<file path="config.mk">
export PLATFORM = sky130hd
export DESIGN_NAME = mem_arbiter
export DESIGN_NICKNAME = d
export VERILOG_FILES = /design/src/rtl/mem_arb_pkg.sv /design/src/rtl/mem_arbiter_rr.sv /design/src/rtl/mem_arbiter.sv
export SDC_FILE = /design/constraint.sdc
export NUM_CORES = 1
export LEC_CHECK = 0
export BUFFER_PORTS_ARGS = -buffer_cell sky130_fd_sc_hd__buf_2
export CAP_MARGIN = 20
export CORE_MARGIN = 4
export CORE_UTILIZATION = 45
export CTS_CLUSTER_DIAMETER = 50
export DETAILED_ROUTE_END_ITERATION = 10
export PLACE_DENSITY = 0.9
export SLEW_MARGIN = 15
export SYNTH_ARGS = -nofsm -noshare
export SYNTH_HDL_FRONTEND = slang
export SYNTH_HIERARCHICAL = 1
export SYNTH_SLANG_ARGS = --single-unit
</file>
<file path="constraint.sdc">
create_clock -name CLK -period 2.5 [get_ports CLK]
set_input_delay 0.125 -clock CLK [delete_from_list [all_inputs] [get_ports CLK]]
set_output_delay 0.125 -clock CLK [all_outputs]
set_load 0.05 [all_outputs]
</file>
<file path="src/rtl/mem_arb_pkg.sv">
// Shared types and constants for the two-port memory arbiter.
// Port ids double as round-robin history values.
package mem_arb_pkg;

   typedef enum logic [1:0] {
      IDLE   = 2'd0,
      ACCESS = 2'd1,
      RESP   = 2'd2
   } arbState_t;

   localparam logic PORT_CPU = 1'b0;
   localparam logic PORT_DMA = 1'b1;

   localparam int DEFAULT_MEM_BYTES = 256;

   function automatic logic misaligned(input logic [1:0] lsb);
      return lsb != 2'b00;
   endfunction

endpackage

</file>
<file path="src/rtl/mem_arbiter_rr.sv">
// Two-way round-robin selector.
// grant[0] is the CPU, grant[1] the DMA port.
module rr_arbiter2
   import mem_arb_pkg::*;
(
   input  logic       cReq,
   input  logic       dReq,
   input  logic       lastGrant,
   output logic [1:0] grant
);

   always_comb begin
      grant = 2'b00;
      unique case (1'b1)
         (cReq && !dReq): grant = 2'b01;
         (!cReq && dReq): grant = 2'b10;
         (cReq && dReq):
            grant = (lastGrant == PORT_DMA) ? 2'b01 : 2'b10;
         default: grant = 2'b00;
      endcase
   end

endmodule

</file>
<file path="src/rtl/mem_arbiter.sv">
// CPU/DMA arbiter in front of a single-port word memory.
// One transaction at a time: IDLE -> (ACCESS) -> RESP -> IDLE.
module mem_arbiter
   import mem_arb_pkg::*;
#(
   parameter int MEM_BYTES = DEFAULT_MEM_BYTES,
   parameter int ADDR_W    = 32
) (
   input  logic              CLK,
   input  logic              Reset,
   input  logic              c_req,
   input  logic              c_wr,
   input  logic [ADDR_W-1:0] c_addr,
   input  logic [31:0]       c_wdata,
   output logic              c_ack,
   output logic              c_err,
   input  logic              d_req,
   input  logic              d_wr,
   input  logic [ADDR_W-1:0] d_addr,
   input  logic [31:0]       d_wdata,
   output logic              d_ack,
   output logic              d_err,
   output logic [31:0]       rdata,
   output logic [ADDR_W-1:0] m_addr,
   output logic              m_rd,
   output logic              m_wr,
   output logic [31:0]       m_wdata,
   input  logic [31:0]       m_rdata
);

   localparam logic [ADDR_W-1:0] LAST_WORD =
      ADDR_W'(MEM_BYTES - 4);

   arbState_t         state;
   logic              lastGrant;
   logic              curPort;
   logic              curWr;
   logic [ADDR_W-1:0] curAddr;
   logic [31:0]       curWdata;

   logic [1:0]        grant;
   logic              anyReq;
   logic              selPort;
   logic              selWr;
   logic              selErr;
   logic              selCpu;
   logic              selDma;
   logic [ADDR_W-1:0] selAddr;
   logic [31:0]       selWdata;

   rr_arbiter2 uArb (
      .cReq      (c_req),
      .dReq      (d_req),
      .lastGrant (lastGrant),
      .grant     (grant)
   );

   assign anyReq  = |grant;
   assign selPort = grant[1] ? PORT_DMA : PORT_CPU;
   assign selCpu  = (selPort == PORT_CPU);
   assign selDma  = (selPort == PORT_DMA);

   always_comb begin
      selWr    = c_wr;
      selAddr  = c_addr;
      selWdata = c_wdata;
      if (selDma) begin
         selWr    = d_wr;
         selAddr  = d_addr;
         selWdata = d_wdata;
      end
   end

   assign selErr = misaligned(selAddr[1:0])
                || (selAddr > LAST_WORD);

   assign m_addr  = curAddr;
   assign m_wdata = curWdata;

   // Grant latches the request; later input changes are ignored.
   always_ff @(posedge CLK or negedge Reset) begin
      if (!Reset) begin
         state     <= IDLE;
         lastGrant <= PORT_DMA;
         curPort   <= PORT_CPU;
         curWr     <= 1'b0;
         curAddr   <= '0;
         curWdata  <= '0;
         m_rd      <= 1'b0;
         m_wr      <= 1'b0;
         rdata     <= '0;
         c_ack     <= 1'b0;
         c_err     <= 1'b0;
         d_ack     <= 1'b0;
         d_err     <= 1'b0;
      end else begin
         unique case (state)
            IDLE: begin
               if (anyReq) begin
                  lastGrant <= selPort;
                  curPort   <= selPort;
                  curWr     <= selWr;
                  curAddr   <= selAddr;
                  curWdata  <= selWdata;
                  if (selErr) begin
                     state <= RESP;
                     c_ack <= selCpu;
                     c_err <= selCpu;
                     d_ack <= selDma;
                     d_err <= selDma;
                  end else begin
                     state <= ACCESS;
                     m_rd  <= !selWr;
                     m_wr  <= selWr;
                  end
               end
            end
            ACCESS: begin
               state <= RESP;
               m_rd  <= 1'b0;
               m_wr  <= 1'b0;
               if (m_rd)
                  rdata <= m_rdata;
               c_ack <= (curPort == PORT_CPU);
               d_ack <= (curPort == PORT_DMA);
            end
            RESP: begin
               state <= IDLE;
               c_ack <= 1'b0;
               c_err <= 1'b0;
               d_ack <= 1'b0;
               d_err <= 1'b0;
            end
            default: state <= IDLE;
         endcase
      end
   end

endmodule

</file>
; ---- After elaboration in Yosys (flattened, before gate mapping)
; Cells that the tools add are included.
[totals]
register_bits = 106
elab_cells = 61
[classes]
magnitude_cmp = 1
n_eq_ne = 5
mux = 23
bitwise = 2
n_reduce_logical = 18
[op_table]
columns = cell, n
row1 = $mux W32, 2
row2 = $gt A32 B8 Y1 const B, 1
row3 = $mux W1, 10
row4 = $reduce_and A3 Y1, 3
row5 = $pmux W1 S2, 4
row6 = $mux W2, 3
row7 = $ne A2 B2 Y1 const B, 3
row8 = $pmux W1 S3, 2
row9 = $pmux W2 S3, 1
row10 = $reduce_bool A2 Y1, 3
row11 = $pmux W2 S2, 1
row12 = $reduce_and A2 Y1, 2
row13 = $logic_and A1 B1 Y1, 3
row14 = $logic_not A1 Y1, 3
row15 = $reduce_bool A3 Y1, 1
row16 = $eq A2 B1 Y1 const B, 1
row17 = $eq A2 B2 Y1 const B, 1
row18 = $logic_not A2 Y1, 1
row19 = $not A1 Y1, 2
row20 = $reduce_or A2 Y1, 1
row21 = $logic_or A1 B1 Y1, 1

; ---- Logic depth before layout (Yosys ltp)
[depth]
depth_word = 10
depth_mapped = 9
depth_no_buf = 7

; ---- By module
; Netlist, hierarchy kept.
[by_module_without_submodules]
columns = mod, instances, cells_per_inst, area_per_inst_um2
row1 = mem_arbiter, 1, 430, 4785.8
row2 = rr_arbiter2, 1, 3, 18.8

; ---- Worst setup path before layout
; OpenSTA, ideal clock, no wires.
[synth_path]
path_type = flip-flop to flip-flop
from = register lastGrant
to = register c_ack
setup_ps = 128
t_arrival_ps = 2184
slack_ps = 189
stages_incl_launch_ff = 9
n_path_buf = 2
path_cell_list = dfstp_2 -> a21boi_0 -> buf_6 -> or4_1 -> o22ai_1 -> and2_1 -> buf_6 -> a2bb2oi_4 -> mux2_1
[synth_via]
elab_chain_cells = 8
elab_cells_between_ends = 15
[synth_lines]
columns = item, line_no
row1 = from (decl), mem_arbiter.sv:35  ; logic lastGrant;
row2 = from (signal assigned), mem_arbiter.sv:100  ; lastGrant <= selPort;
row3 = $mux W2 *, mem_arbiter_rr.sv:18  ; grant = (lastGrant == PORT_DMA) ? 2'b01 : 2'b10;
row4 = $pmux W2 S3 *, mem_arbiter_rr.sv:14  ; unique case (1'b1)
row5 = named net grant[1], mem_arbiter.sv:41  ; logic [1:0] grant;
row6 = $mux W1, mem_arbiter.sv:59  ; assign selPort = grant[1] ? PORT_DMA : PORT_CPU;
row7 = $mux W32, mem_arbiter.sv:67  ; if (selDma) begin
row8 = $gt A32 B8 Y1 or $reduce_bool A2 Y1 (tied branches), "mem_arbiter.sv:75, mem_arb_pkg.sv:17"
row9 = $logic_or A1 B1 Y1, mem_arbiter.sv:75  ; || (selAddr > LAST_WORD);
row10 = $ne A2 B2 Y1 (no source line), n/a
row11 = $reduce_and A3 Y1 (no source line), n/a
row12 = to (signal assigned), mem_arbiter.sv:107  ; c_ack <= selCpu;
row13 = to (signal assigned), mem_arbiter.sv:124  ; c_ack <= (curPort == PORT_CPU);
row14 = to (decl), mem_arbiter.sv:15  ; output logic c_ack,
; Mark *: on every way through the listed nets, which the timed path passes. The rest lies on a longest branch. The select of a mux whose other input is x is not followed.
; A chain may end at the register's enable or synchronous reset.

; ---- Worst setup path after layout
[layout_path]
from = register lastGrant
to = register m_rd
[layout_via]
elab_chain_cells = 8
elab_cells_between_ends = 16
[layout_lines]
columns = item, line_no
row1 = $mux W2 *, mem_arbiter_rr.sv:18
row2 = $pmux W2 S3 *, mem_arbiter_rr.sv:14
row3 = named net grant[1], mem_arbiter.sv:41
row4 = $mux W1, mem_arbiter.sv:59
row5 = $mux W32 or $mux W1 (tied branches), mem_arbiter.sv:67
row6 = "$gt A32 B8 Y1, or another cell as far along", mem_arbiter.sv:75
row7 = $logic_or A1 B1 Y1 or $mux W1 (tied branches), "mem_arbiter.sv:75, mem_arbiter.sv:105"
row8 = $ne A2 B2 Y1 (no source line) or $mux W1 (tied branches), n/a
row9 = $reduce_and A3 Y1 (no source line) or $pmux W1 S2 (tied branches), n/a
row10 = to (signal assigned), mem_arbiter.sv:113  ; m_rd <= !selWr;
row11 = to (decl), mem_arbiter.sv:25  ; output logic m_rd,
; Marked as above.

==> results.sh <==
export IMPL_synth_warnings=6
export IMPL_drv_slew=0
export IMPL_first_global_vias=4758
export IMPL_drive_gt1_frac=0.4543
export IMPL_final_min_clock_period_ns=2.367
export IMPL_synth_edf_count=0
export IMPL_synth_area_um2=4805
export IMPL_grt_use_total=0.2330
export IMPL_dp_cells=820
export IMPL_htreeDepth=3
export IMPL_dieArea_um2=12390
export IMPL_grt_first_pass_wirelength_um=23230
export IMPL_irDropWorstVdd_mv=0.7930
export IMPL_r2r_setup_slack_ns=0.13
export IMPL_drc_errors=0
export IMPL_cts_setup_buffers=0
export IMPL_whs_ns=0.04084
export IMPL_fin_crit_sh=0.9468
export IMPL_fmax_mhz=422.5
export IMPL_status="completed"
export IMPL_hold_path_class="input port to flop"
export IMPL_finalWirelength_um=14410
export IMPL_tightest_slew_ns=0.6513
export IMPL_numCtsBuffers=9
export IMPL_synth_area_top_cells="dfrtp_1 55%, mux2i_1 14%, mux2_2 7.7%"
export IMPL_cp_end_kind="flop"
export IMPL_worst_clock_skew_ns=0.01543
export IMPL_crit_path_max_fanout=9
export IMPL_fin_area_um2=6840
export IMPL_gp_congestion=0.9109
export IMPL_numPortBuffers=267
export IMPL_worstSetupPathType="flop to flop"
export IMPL_cp_data_arrival_time_ns=2.62
export IMPL_via_per_inst=5.101
export IMPL_synth_most_common_cell="dfrtp_1"
export IMPL_rows=37
export IMPL_maxSlewHeadroom=0.5658
export IMPL_clk_pin_slew_ns=0.11
export IMPL_grt_start_max_net_pins=83
export IMPL_die_width_um=111.3
export IMPL_stdcell_count=870
export IMPL_core_um2=10370
export IMPL_rsz0062_at_grt="false"
export IMPL_syn_instance_count=433
export IMPL_place_hpwl_um=10950
export IMPL_ys_seq_area_frac=0.5523
export IMPL_synth_distinct_cells=32
export IMPL_synth_fp_nets=602
export IMPL_async_flop_share=1.000
export IMPL_avgSynthCellArea_um2=11.10
export IMPL_antenna_found_initial=1
export IMPL_max_cap_violations=0
export IMPL_clockBufferDepth=2
export IMPL_routedWlPerCell_um=16.56
export IMPL_start_util=0.4633
export IMPL_insertion_delay_ns=0.36
export IMPL_synth_top_area_share=0.5469
export IMPL_clock_sinks=106
export IMPL_leakagePower_nw=3.499
export IMPL_yosys_area_top_type="dfrtp_1"
export IMPL_synth_commonest_cells="105 x dfrtp_1, 79 x nand2_1, 69 x o21ai_0"
export IMPL_synth_main_ff_cell="dfrtp_1"
export IMPL_num_vias=4438
export IMPL_setup_violations_final=0
export IMPL_cp_required_ns=2.76
export IMPL_area_growth_pct=42.37
export IMPL_dpl_instance_area_um2=6324
export IMPL_die_y_um=111.3
export IMPL_ant_nets=0
export IMPL_cts_tree="built"
export IMPL_tns_ns=0
export IMPL_postLayoutCoreUtil=0.6596
export IMPL_clock_tree_root_cell="clkbuf_8"
export IMPL_drtIter0Drc=174
export IMPL_overflow=0
export IMPL_synth_seq_cells=106
export IMPL_cellPowerDensity_nw_per_um2=1136
export IMPL_io_pins=268
export IMPL_worst_setup_path_start_kind="flop"
export IMPL_nNetsFinal=897
export IMPL_hold_viol=0
export IMPL_cts_resized=0
export IMPL_drtPass1Iterations=4
==> power breakdown <==
| part | internal, mW | total (mW) | switching [mW] |
|---|---|---|---|
| registers | 2.31 | 2.61 | 0.309 |
| logic | 1.03 | 4.17 | 3.14 |
| clock network | 0.380 | 0.991 | 0.611 |
==> flip-flops by register name (all words and copies together), names as in the netlist <==
name / flops
curPort: 1
m_wr: 1
c_ack: 1
m_rd: 1
state: 2
d_err: 1
rdata: 32
lastGrant: 1
m_addr: 32
c_err: 1
m_wdata: 32
d_ack: 1
==> cell usage in the layout (no fill, tap or decap), types with 5 or more instances in the layout <==
cell type and n:
clkbuf_8 9, mux2i_1 65, buf_4 10, buf_2 266, dfrtp_1 105, mux2_2 33
o21ai_0 68, nor4_1 9, inv_1 5, dlygate4sd3_1 33, nand2_1 79, nor2_1 5
==> worst paths after layout <==
path,startpoint,to,depth (start not counted)
max in group asynchronous,Reset,m_addr[9],3
min reg2reg,m_addr[29],m_addr[29],2
max,lastGrant,m_rd,8
min in group asynchronous,Reset,rdata[13],2
max reg2reg,lastGrant,m_rd,8
min,c_addr[7],m_addr[7],3
==> layout make-up <==
class / instances / area (um^2)
clock inverter: 7 / 60.06
multi-input combinational: 295 / 2034
antenna: 1 / 2.502
timing repair buffer: 311 / 1777
tap: 136 / 170.2
fill: 824 / 3530
clock buffer: 9 / 123.9
sequential: 106 / 2654
inverter: 5 / 18.77
==> cell families after synthesis <==
| group | after synthesis | share of synthesized area |
|---|---|---|
| simple gates | 110 | 0.09948 |
| flops | 106 | 0.5523 |
| mux | 100 | 0.2174 |
| compound gates | 82 | 0.09401 |
| buf+inv | 32 | 0.02891 |
| fa+ha+maj | 3 | 0.007813 |
==> per-layer routing <==
| layer | wire, um | track usage | vias to the layer above | share of wire |
|---|---|---|---|---|
| met3 | 1244 | 0.07228 | 42 | 0.086 |
| met2 | 7364 | 0.4146 | 219 | 0.51 |
| li1 | - | - | 2109 | - |
| met5 | 0 | 0 | - | 0 |
| met1 | 5201 | 0.2521 | 2068 | 0.36 |
| met4 | 597 | 0.1111 | 0 | 0.041 |
==> metrics by stage <==
stage / worst slack, ns / power (mW)
floorplan: 0.1889 / 5.643
global placement: 0.2309 / 6.664
detailed placement: 0.1254 / 6.803
CTS: 0.1183 / 7.832
global route: 0.005599 / 8.241
finish: 0.1331 / 7.771
==> worst max-delay path, cell delays in order (launching register included) <==
cell	delay [ns]
dfstp_2	0.40
a21boi_4	0.30
inv_1	0.13
or4_1	0.53
o22ai_1	0.17
and2_1	0.23
buf_4	0.20
mux2i_1	0.23
nor3_1	0.09
==> what timing repair did <==
item / CTS / global route
hold buffers: 33 / 0
hold endpoints to repair: 76 / 0
setup endpoints to repair: 0 / 2
(Power assumes the default switching activity.)
